File: config.mk
export PLATFORM = sky130hd
export DESIGN_NAME = sine_scroll_sequencer
export DESIGN_NICKNAME = d
export VERILOG_FILES = /design/src/rtl/sine_pkg.sv /design/src/rtl/sine_anim_fsm.sv /design/src/rtl/sine_scroll_sequencer.sv
export SDC_FILE = /design/constraint.sdc
export NUM_CORES = 1
export LEC_CHECK = 0
export CAP_MARGIN = 40
export CORE_ASPECT_RATIO = 1.2
export CORE_MARGIN = 1
export CORE_UTILIZATION = 47
export DETAILED_ROUTE_END_ITERATION = 10
export DONT_BUFFER_PORTS = 1
export GPL_ROUTABILITY_DRIVEN = 0
export GPL_TIMING_DRIVEN = 0
export PLACE_DENSITY = 0.72
export SLEW_MARGIN = 20
export SYNTH_ARGS = -nofsm -noshare
export SYNTH_HDL_FRONTEND = slang
export SYNTH_SLANG_ARGS = --single-unit
File: constraint.sdc
create_clock -name clk -period 4.45 [get_ports clk]
set_input_delay 0.6675 -clock clk [delete_from_list [all_inputs] [get_ports clk]]
set_output_delay 0.6675 -clock clk [all_outputs]
set_load 0.03 [all_outputs]
File: src/rtl/sine_pkg.sv
// Shared definitions for the sine-wave layer sequencer: FSM state encoding,
// vertical direction encoding and default layer geometry.
package sine_pkg;

  typedef enum logic [1:0] {
    ST_IDLE = 2'd0,
    ST_RUN  = 2'd1,
    ST_HOLD = 2'd2
  } anim_state_e;

  typedef enum logic {
    VDIR_DOWN = 1'b0,
    VDIR_UP   = 1'b1
  } vdir_e;

  localparam int BAND_ROWS = 19;
  localparam int LX_W      = 6;
  localparam int LY_W      = 5;

endpackage

File: src/rtl/sine_anim_fsm.sv
// Per-frame animation of the sine band: horizontal phase scroll and a vertical
// bounce with a pause at each end. Every register moves only on frame_start.
module sine_anim_fsm
  import sine_pkg::*;
#(
  parameter int V_CELLS      = 60,
  parameter int BAND_ROWS_P  = BAND_ROWS,
  parameter int STEP_SHIFT   = 1,
  parameter int PAUSE_FRAMES = 30
) (
  input  logic            clk,
  input  logic            rst,
  input  logic            frame_start,
  input  logic            run,
  input  logic            dir,
  output logic [LX_W-1:0] phase,
  output logic [5:0]      band_top,
  output logic [1:0]      state_dbg
);

  localparam int DIV_W = (STEP_SHIFT > 0) ? STEP_SHIFT : 1;
  localparam int PC_W  = $clog2(PAUSE_FRAMES + 1);
  localparam logic [5:0] BAND_MAX = 6'(V_CELLS - BAND_ROWS_P);

  anim_state_e      state_q, state_d;
  logic [DIV_W-1:0] frame_div_q, frame_div_d;
  logic [PC_W-1:0]  pause_cnt_q, pause_cnt_d;
  logic [LX_W-1:0]  phase_q, phase_d;
  logic [5:0]       band_top_q, band_top_d;
  vdir_e            vdir_q, vdir_d;

  logic [DIV_W-1:0] div_inc;
  logic             step;
  logic [5:0]       band_next;
  logic [LX_W-1:0]  phase_next;
  logic             at_end;

  always_ff @(posedge clk or posedge rst) begin
    if (rst) begin
      state_q     <= ST_IDLE;
      frame_div_q <= '0;
      pause_cnt_q <= '0;
      phase_q     <= '0;
      band_top_q  <= '0;
      vdir_q      <= VDIR_DOWN;
    end else begin
      state_q     <= state_d;
      frame_div_q <= frame_div_d;
      pause_cnt_q <= pause_cnt_d;
      phase_q     <= phase_d;
      band_top_q  <= band_top_d;
      vdir_q      <= vdir_d;
    end
  end

  always_comb begin
    state_d     = state_q;
    frame_div_d = frame_div_q;
    pause_cnt_d = pause_cnt_q;
    phase_d     = phase_q;
    band_top_d  = band_top_q;
    vdir_d      = vdir_q;

    div_inc    = frame_div_q + DIV_W'(1);
    step       = (STEP_SHIFT == 0) || (div_inc == '0);
    phase_next = dir ? (phase_q - LX_W'(1)) : (phase_q + LX_W'(1));
    // Saturate at the limits so a restart from either end stays in range.
    if (vdir_q == VDIR_DOWN) begin
      band_next = (band_top_q == BAND_MAX) ? band_top_q : (band_top_q + 6'd1);
    end else begin
      band_next = (band_top_q == 6'd0) ? band_top_q : (band_top_q - 6'd1);
    end
    at_end = ((vdir_q == VDIR_DOWN) && (band_next == BAND_MAX)) ||
             ((vdir_q == VDIR_UP) && (band_next == 6'd0));

    if (frame_start) begin
      frame_div_d = div_inc;
      unique case (state_q)
        ST_IDLE: begin
          if (run) begin
            state_d     = ST_RUN;
            vdir_d      = VDIR_DOWN;
            frame_div_d = '0;
          end
        end
        ST_RUN: begin
          if (!run) begin
            state_d     = ST_IDLE;
            pause_cnt_d = '0;
          end else if (step) begin
            phase_d    = phase_next;
            band_top_d = band_next;
            if (at_end) begin
              state_d     = ST_HOLD;
              pause_cnt_d = PC_W'(PAUSE_FRAMES - 1);
              vdir_d      = (vdir_q == VDIR_DOWN) ? VDIR_UP : VDIR_DOWN;
            end
          end
        end
        ST_HOLD: begin
          if (!run) begin
            state_d     = ST_IDLE;
            pause_cnt_d = '0;
          end else begin
            if (step) phase_d = phase_next;
            if (pause_cnt_q == '0) state_d = ST_RUN;
            else pause_cnt_d = pause_cnt_q - PC_W'(1);
          end
        end
        default: state_d = ST_IDLE;
      endcase
    end
  end

  assign phase     = phase_q;
  assign band_top  = band_top_q;
  assign state_dbg = state_q;

endmodule

File: src/rtl/sine_scroll_sequencer.sv
// Maps raster positions to sine-layer cell coordinates through one register stage.
// Optional shear of the band enabled by defining SINE_SCROLL_SEQUENCER_WOBBLE_EN.
module sine_scroll_sequencer
  import sine_pkg::*;
#(
  parameter int SCALE_SHIFT  = 3,
  parameter int V_ACTIVE     = 480,
  parameter int BAND_ROWS    = sine_pkg::BAND_ROWS,
  parameter int STEP_SHIFT   = 1,
  parameter int PAUSE_FRAMES = 30
) (
  input  logic            clk,
  input  logic            rst,
  input  logic            frame_start,
  input  logic            pix_valid,
  input  logic [9:0]      hpos,
  input  logic [9:0]      vpos,
  input  logic            run,
  input  logic            dir,
  output logic [LX_W-1:0] layer_x,
  output logic [LY_W-1:0] layer_y,
  output logic            layer_en,
  output logic [1:0]      state_dbg
);

  localparam int V_CELLS = V_ACTIVE >> SCALE_SHIFT;
  localparam logic signed [6:0] REL_MAX = 7'(BAND_ROWS - 1);

  logic [LX_W-1:0] phase;
  logic [5:0]      band_top;

  sine_anim_fsm #(
    .V_CELLS     (V_CELLS),
    .BAND_ROWS_P (BAND_ROWS),
    .STEP_SHIFT  (STEP_SHIFT),
    .PAUSE_FRAMES(PAUSE_FRAMES)
  ) u_anim (
    .clk        (clk),
    .rst        (rst),
    .frame_start(frame_start),
    .run        (run),
    .dir        (dir),
    .phase      (phase),
    .band_top   (band_top),
    .state_dbg  (state_dbg)
  );

  logic [LX_W-1:0]    cell_x;
  logic [6:0]         cell_y;
  logic signed [6:0]  rel;
  logic [LX_W-1:0]    wob;
  logic [LX_W-1:0]    layer_x_d, layer_x_q;
  logic [LY_W-1:0]    layer_y_d, layer_y_q;
  logic               layer_en_d, layer_en_q;

  // phase/band_top are the values before any frame_start update this cycle.
  always_comb begin
    cell_x     = LX_W'(hpos >> SCALE_SHIFT);
    cell_y     = 7'(vpos >> SCALE_SHIFT);
    rel        = $signed(cell_y - {1'b0, band_top});
    layer_en_d = pix_valid && (rel >= 7'sd0) && (rel <= REL_MAX);
    layer_y_d  = layer_en_d ? rel[LY_W-1:0] : '0;
`ifdef SINE_SCROLL_SEQUENCER_WOBBLE_EN
    wob = phase[5] ? (LX_W'(0) - {3'b000, rel[4:2]}) : {3'b000, rel[4:2]};
`else
    wob = '0;
`endif
    layer_x_d = cell_x + phase + wob;
  end

  always_ff @(posedge clk or posedge rst) begin
    if (rst) begin
      layer_x_q  <= '0;
      layer_y_q  <= '0;
      layer_en_q <= 1'b0;
    end else begin
      layer_x_q  <= layer_x_d;
      layer_y_q  <= layer_y_d;
      layer_en_q <= layer_en_d;
    end
  end

  assign layer_x  = layer_x_q;
  assign layer_y  = layer_y_q;
  assign layer_en = layer_en_q;

endmodule

# --- Word-level counts from Yosys, hierarchy flattened ---
# Cells that the tools add are included.
classes:
  add_sub_neg: 8
  order_cmp: 2
  eq_ne: 12
  mux: 26
  n_bitwise: 2
  reduce_logical: 17
op_table:
  columns: ["op", "n"]
  rows:
  - ["2-to-1 mux 5 bit", 6]
  - ["2-to-1 mux 6 bit", 4]
  - ["adder 6 x 1 -> 6 bit (second input constant)", 2]
  - ["== test 6 bit (second input constant)", 2]
  - ["zero test 6 bit", 2]
  - ["2-to-1 mux 2 bit", 6]
  - ["subtractor 6 x 1 -> 6 bit (second input constant)", 2]
  - ["case mux 5 bit (2 select lines)", 1]
  - ["AND reduction 5 bit", 2]
  - ["AND reduction 4 bit", 2]
  - [">= comparator 7 x 1 -> 1 bit (second input constant)", 1]
  - ["less-or-equal comparator 7 x 6 -> 1 bit (second input constant)", 1]
  - ["2-to-1 mux 1 bit", 7]
  - ["subtractor 7 x 6 -> 7 bit", 1]
  - ["adder 6 bit", 1]
  - ["!= test 2 bit (second input constant)", 3]
  - ["!= test 3 x 2 -> 1 bit (second input constant)", 2]
  - ["!= test 3 bit (second input constant)", 2]
  - ["case mux 2 bit (3 select lines)", 1]
  - ["AND reduction 6 bit", 1]
  - ["zero test 5 bit", 1]
  - ["subtractor 5 x 1 -> 5 bit (second input constant)", 1]
  - ["logical AND 1 bit", 4]
  - ["nonzero test 2 bit", 2]
  - ["9 further kinds", 10]
totals:
  register_bits: 33
  input_bits: 26
  out_inout_bits: 14
  wordCells: 76

# --- Logic depth before layout (Yosys ltp) ---
depth:
  word_depth: 10
  ltp_mapped: 10
  depth_no_buf: 10

# --- Hierarchy ---
# Synthesis repeated with hierarchy kept, for this count alone.
unflattened:
  hier_cells: 287
  hier_area_um2: 2607.5
modules_own_cells:
  columns: ["mod", "n_inst", "cells_per_inst", "area_per_inst_um2", "seq_area_each_um2"]
  rows:
  - ["sine_anim_fsm", 1, 200, 1735.4, 525.5]
  - ["sine_scroll_sequencer", 1, 87, 872.1, 300.3]

# --- Worst setup path after synthesis ---
# OpenSTA, ideal clock, no wires.
synth_path:
  path_kind: "flip-flop to flip-flop"
  from: "reg u_anim.band_top_q[0], in the netlist u_anim.band_top[0]"
  to: "reg u_anim.pause_cnt_q[3]"
  setup_time_ns: 0.123
  t_arrival_ns: 2.506
  t_required_ns: 4.327
  path_slack_ns: 1.821
  stages_incl_launch_ff: 11
  n_path_buf: 1
  synth_period_minus_slack_ns: 2.629
  path_cell_list: "dfrtp_1 -> clkbuf_1 -> inv_1 -> ha_1 -> or3b_1 -> a21oi_1 -> o221ai_1 -> a21o_1 -> o21ba_2 -> or2_1 -> o221a_1"
synth_between:
  elab_chain_cells: 8
  word_cells_on_any_way: 14
  classes_between: "add/sub: 2; eq/ne: 3; mux: 3; reduce/logical: 6"
synth_rtl:
  columns: ["item", "line_no", "text"]
  rows:
  - ["start, declared", "sine_anim_fsm.sv:29", "logic [5:0] band_top_q, band_top_d;"]
  - ["start signal, assigned", "sine_anim_fsm.sv:51", "band_top_q <= band_top_d;"]
  - ["adder 6 x 1 -> 6 bit (tied with other cells)", "sine_anim_fsm.sv:69", "band_next = (band_top_q == BAND_MAX) ? band_top_q : (band_top_q + 6'd1);"]
  - ["2-to-1 mux 6 bit (on tied branches)", "sine_anim_fsm.sv:69, sine_anim_fsm.sv:71", null]
  - ["2-to-1 mux 6 bit *", "sine_anim_fsm.sv:68", "if (vdir_q == VDIR_DOWN) begin"]
  - ["== test 6 bit or zero test 6 bit (tied branches)", "sine_anim_fsm.sv:73, sine_anim_fsm.sv:74", null]
  - ["logical AND 1 bit (on tied branches)", "sine_anim_fsm.sv:73, sine_anim_fsm.sv:74", null]
  - ["logical OR 1 bit *", "sine_anim_fsm.sv:73", "at_end = ((vdir_q == VDIR_DOWN) && (band_next == BAND_MAX)) ||"]
  - ["!= test 3 x 2 -> 1 bit (no line) *", null, null]
  - ["AND reduction 5 bit (no line) *", null, null]
  - ["end signal, assigned", "sine_anim_fsm.sv:49", "pause_cnt_q <= pause_cnt_d;"]
  - ["end, declared", "sine_anim_fsm.sv:27", "logic [PC_W-1:0] pause_cnt_q, pause_cnt_d;"]
# Every way passes the cells marked *; elsewhere a longest branch is shown, timed or not.
# A chain may end at the register's enable or synchronous reset.

# --- Worst setup path after layout ---
# Same ends and word-level chain as after synthesis.

==> impl_metrics.py <==
metrics = {
    "cells_and_area": {
        "nets": 341,
        "areaGrowthSynthToFinish_pct": 8.500,
        "antenna-diode-count": 0,
        "drive_gt1_share_pct": 7.639,
        "n_fill_cell": 455,
        "design_area_um2": 2715,
    },
    "sta": {
        "fin_crit_ns": 3.007,
        "tightest_slew_ns": 0.6956,
        "totalNegativeSetupSlack_ns": 0,
        "worst_slack_ns": 1.443,
        "final-hold-violation-count": 0,
        "skew_ns": 0.006186,
        "fmax_ghz": 0.3325,
        "post-route-period-util_pct": 67.58,
        "setup-violations-final": 0,
        "rsz0062_at_grt": "false",
        "slew_viol_final": 0,
        "slew_headroom_pct": 53.56,
    },
    "floorplanning": {
        "initial_core_util_pct": 49.95,
        "die_y_um": 81.93,
        "placementRows": 28,
        "core-area_um2": 5010,
        "pin_count": 40,
        "die_x_um": 68.61,
        "die_area_um2": 5621,
    },
    "clock_tree": {
        "cts.sinks": 33,
        "cts_resized": 0,
        "cts.htree.levels": 2,
        "cts_made_buffers": 5,
        "ctsHoldBuffers": 0,
        "cts-root-buf": "clkbuf_8",
        "clkTransAtPathRegs_ns": 0.07,
        "postCtsSetupBuffers": 0,
        "cts_buffer_depth": 2,
        "cts_tree": "built",
        "clock_latency_ns": 0.29,
    },
    "routing": {
        "viasPerCell": 5.736,
        "wl_per_cell_um": 13.83,
        "drt-initial-drc-count": 95,
        "drcViolationCount": 0,
        "drt_pass1_iterations": 4,
        "drt-total-wl_mm": 4.813,
        "vias": 1996,
        "ant_nets": 0,
    },
    "synthesis": {
        "ys_types": 53,
        "synth-edff-count": 0,
        "ys.flop_type": "dfrtp_1",
        "netlist_instances": 280,
        "synth.most_common_cell": "dfrtp_1",
        "synth_seq_cells": 33,
        "synth_top_cells_by_count": "33 x dfrtp_1, 28 x nand2_1, 26 x inv_1, 25 x ha_1, 23 x o21ai_0",
        "synth_fp_nets": 334,
        "synth_area_leader_cell": "dfrtp_1",
        "ys_warn_count": 0,
        "async_reset_ff_share_pct": 100.0,
        "synth_top_area_share_pct": 33.00,
        "synth_area_leaders": "dfrtp_1 33%, ha_1 13%, o21ai_0 4.6%",
        "syn-cell-area_um2": 2502,
        "postSynthAreaPerCell_um2": 8.937,
        "synth-seq-area-share_pct": 33.00,
    },
    "placement": {
        "dpl-instance-area_um2": 2577,
        "dp_slack_ns": 1.439,
        "hpwl_mm": 3.665,
        "port_buffers": 0,
    },
    "worst_setup_path": {
        "crit_arrival_ns": 3.18,
        "required_ns": 4.63,
        "cpPeakStageDelay_ns": 0.40,
        "reg2reg_depth": 10,
        "start_kind": "flip-flop",
        "critical_path.endpoint_type": "flip-flop",
        "critical_path.top_delay_family": "simple AND/OR/NAND/NOR gates",
        "cp_cell_sequence": "clkbuf_1, inv_1, ha_1, or3b_4, nor4_1, nor4_2, o2111ai_1, o21ba_2, or2_1, o221a_1",
        "r2r-end": "u_anim.pause_cnt_q[3]",
        "slowest_stage": "dfrtp_1",
        "worstSetupPathType": "flip-flop to flip-flop",
        "critical_path.reg2reg.startpoint": "u_anim.band_top[0]",
        "reg2reg_slack_ns": 1.44,
        "cp_num_buf_inv": 2,
        "worst-path-max-fanout": 8,
    },
    "flow_run": {
        "drv_cap": 0,
    },
    "grt": {
        "grt_pass1_vias": 1950,
        "overflow": 0,
        "grt_pass1_wl_mm": 8.500,
        "grt_max_degree": 34,
        "antenna_found_initial": 0,
        "grt_usage_pct": 20.28,
    },
    "power_and_ir_drop": {
        "power_density_nw_per_um2": 633.6,
        "p_leak_nw": 1.236,
        "peakVddDrop_mv": 0.3368,
    },
    "min_path": {
        "hold_path_class": "input pin to asynchronous set/reset pin",
    },
    "run_status": {
        "status": "finished, final reports clean",
    },
}
==> cell type report <==
type | instances | area, um^2 | area share [%]
multi-input combinational | 210 | 1514 | 55.76
sequential | 33 | 825.8 | 30.41
inverter | 26 | 97.59 | 3.594
tap | 60 | 75.07 | 2.765
clock buffer | 5 | 68.82 | 2.535
clock inverter | 3 | 68.82 | 2.535
buffer | 11 | 65.06 | 2.396
==> routing by layer <==
metal	share of wire (%)	vias to the layer above	GRT usage, %
li1	-	999	-
met1	44	934	23.96
met2	49	54	33.82
met3	5.4	9	4.306
met4	2.1	0	10.63
met5	0	-	0
==> stage by stage <==
step / utilization, % / hold slack [ns] / cells / power (mW)
6_report: 54.20 / 0.3598 / 348 / 1.720
3_5_place_dp: 51.45 / 0.4879 / 340 / 1.378
3_3_place_gp: 51.45 / 0.4740 / 340 / 1.354
2_1_floorplan: - / 0.4607 / 280 / 1.218
5_1_grt: 54.20 / 0.4258 / 348 / 1.870
4_1_cts: 54.20 / 0.3860 / 348 / 1.734
==> placed cells by master, fill, tap and decap left out, drive strengths merged, types with 4 or more instances in the layout <==
| master | synthesis | final |
|---|---|---|
| dfrtp | 33 | 33 |
| nand2 | 28 | 28 |
| inv | 26 | 27 |
| ha | 25 | 25 |
| o21ai | 24 | 24 |
| a21oi | 17 | 17 |
| nor2 | 13 | 13 |
| xnor2 | 13 | 13 |
| clkbuf | 7 | 12 |
| nand3 | 7 | 7 |
| a21o | 7 | 7 |
| xor2 | 6 | 6 |
| nor4 | 6 | 6 |
| a211oi | 5 | 5 |
| nand2b | 4 | 4 |
| nor3 | 4 | 4 |
| buf | 4 | 4 |
| or2 | 4 | 4 |
==> report_power, final <==
| part | total (mW) | internal [mW] | switching, mW |
|---|---|---|---|
| registers | 0.584 | 0.410 | 0.174 |
| clock network | 0.347 | 0.225 | 0.122 |
| logic | 0.789 | 0.348 | 0.441 |
==> logic make-up (layout without fill, tap and decap cells) <==
| kind of cell | Yosys count | in the layout | synth area share, % |
|---|---|---|---|
| buffers and inverters | 37 | 45 | 6.500 |
| DFF | 33 | 33 | 33.00 |
| adders and majority gates | 28 | 28 | 14.90 |
| and+or+nand+nor | 86 | 86 | 18.75 |
| xor gates and xnor gates | 19 | 19 | 6.650 |
| AOI/OAI and AO/OA | 73 | 73 | 18.55 |
| muxes | 4 | 4 | 1.650 |
==> worst max-delay path by stage <==
stage | start | endpoint | slack, ns | depth (start not counted)
floorplan | u_anim.band_top[0] | u_anim.pause_cnt_q[3] | 1.82 | 10
global placement | u_anim.band_top[0] | u_anim.pause_cnt_q[3] | 1.50 | 10
detailed placement | u_anim.band_top[0] | u_anim.pause_cnt_q[3] | 1.44 | 10
CTS | u_anim.band_top[0] | u_anim.pause_cnt_q[3] | 1.42 | 10
global route | u_anim.band_top[1] | u_anim.pause_cnt_q[3] | 1.23 | 10
finish | u_anim.band_top[0] | u_anim.pause_cnt_q[3] | 1.44 | 10
==> worst register-to-register path, stage by stage (launching register included) <==
cell	delay, ns
dfrtp_1	0.40
clkbuf_1	0.36
inv_1	0.16
ha_1	0.26
or3b_4	0.24
nor4_1	0.05
nor4_2	0.35
o2111ai_1	0.23
o21ba_2	0.30
or2_1	0.27
o221a_1	0.26
==> flip-flops by register name, summed over array words and instances, names as in the netlist <==
register and cells:
layer_x 6, u_anim.band_top 6, u_anim.phase 6, layer_y 5
u_anim.pause_cnt_q 5, u_anim.state_dbg 2, layer_en 1, u_anim.frame_div_q 1
u_anim.vdir_q 1
(Power assumes the default switching activity.)
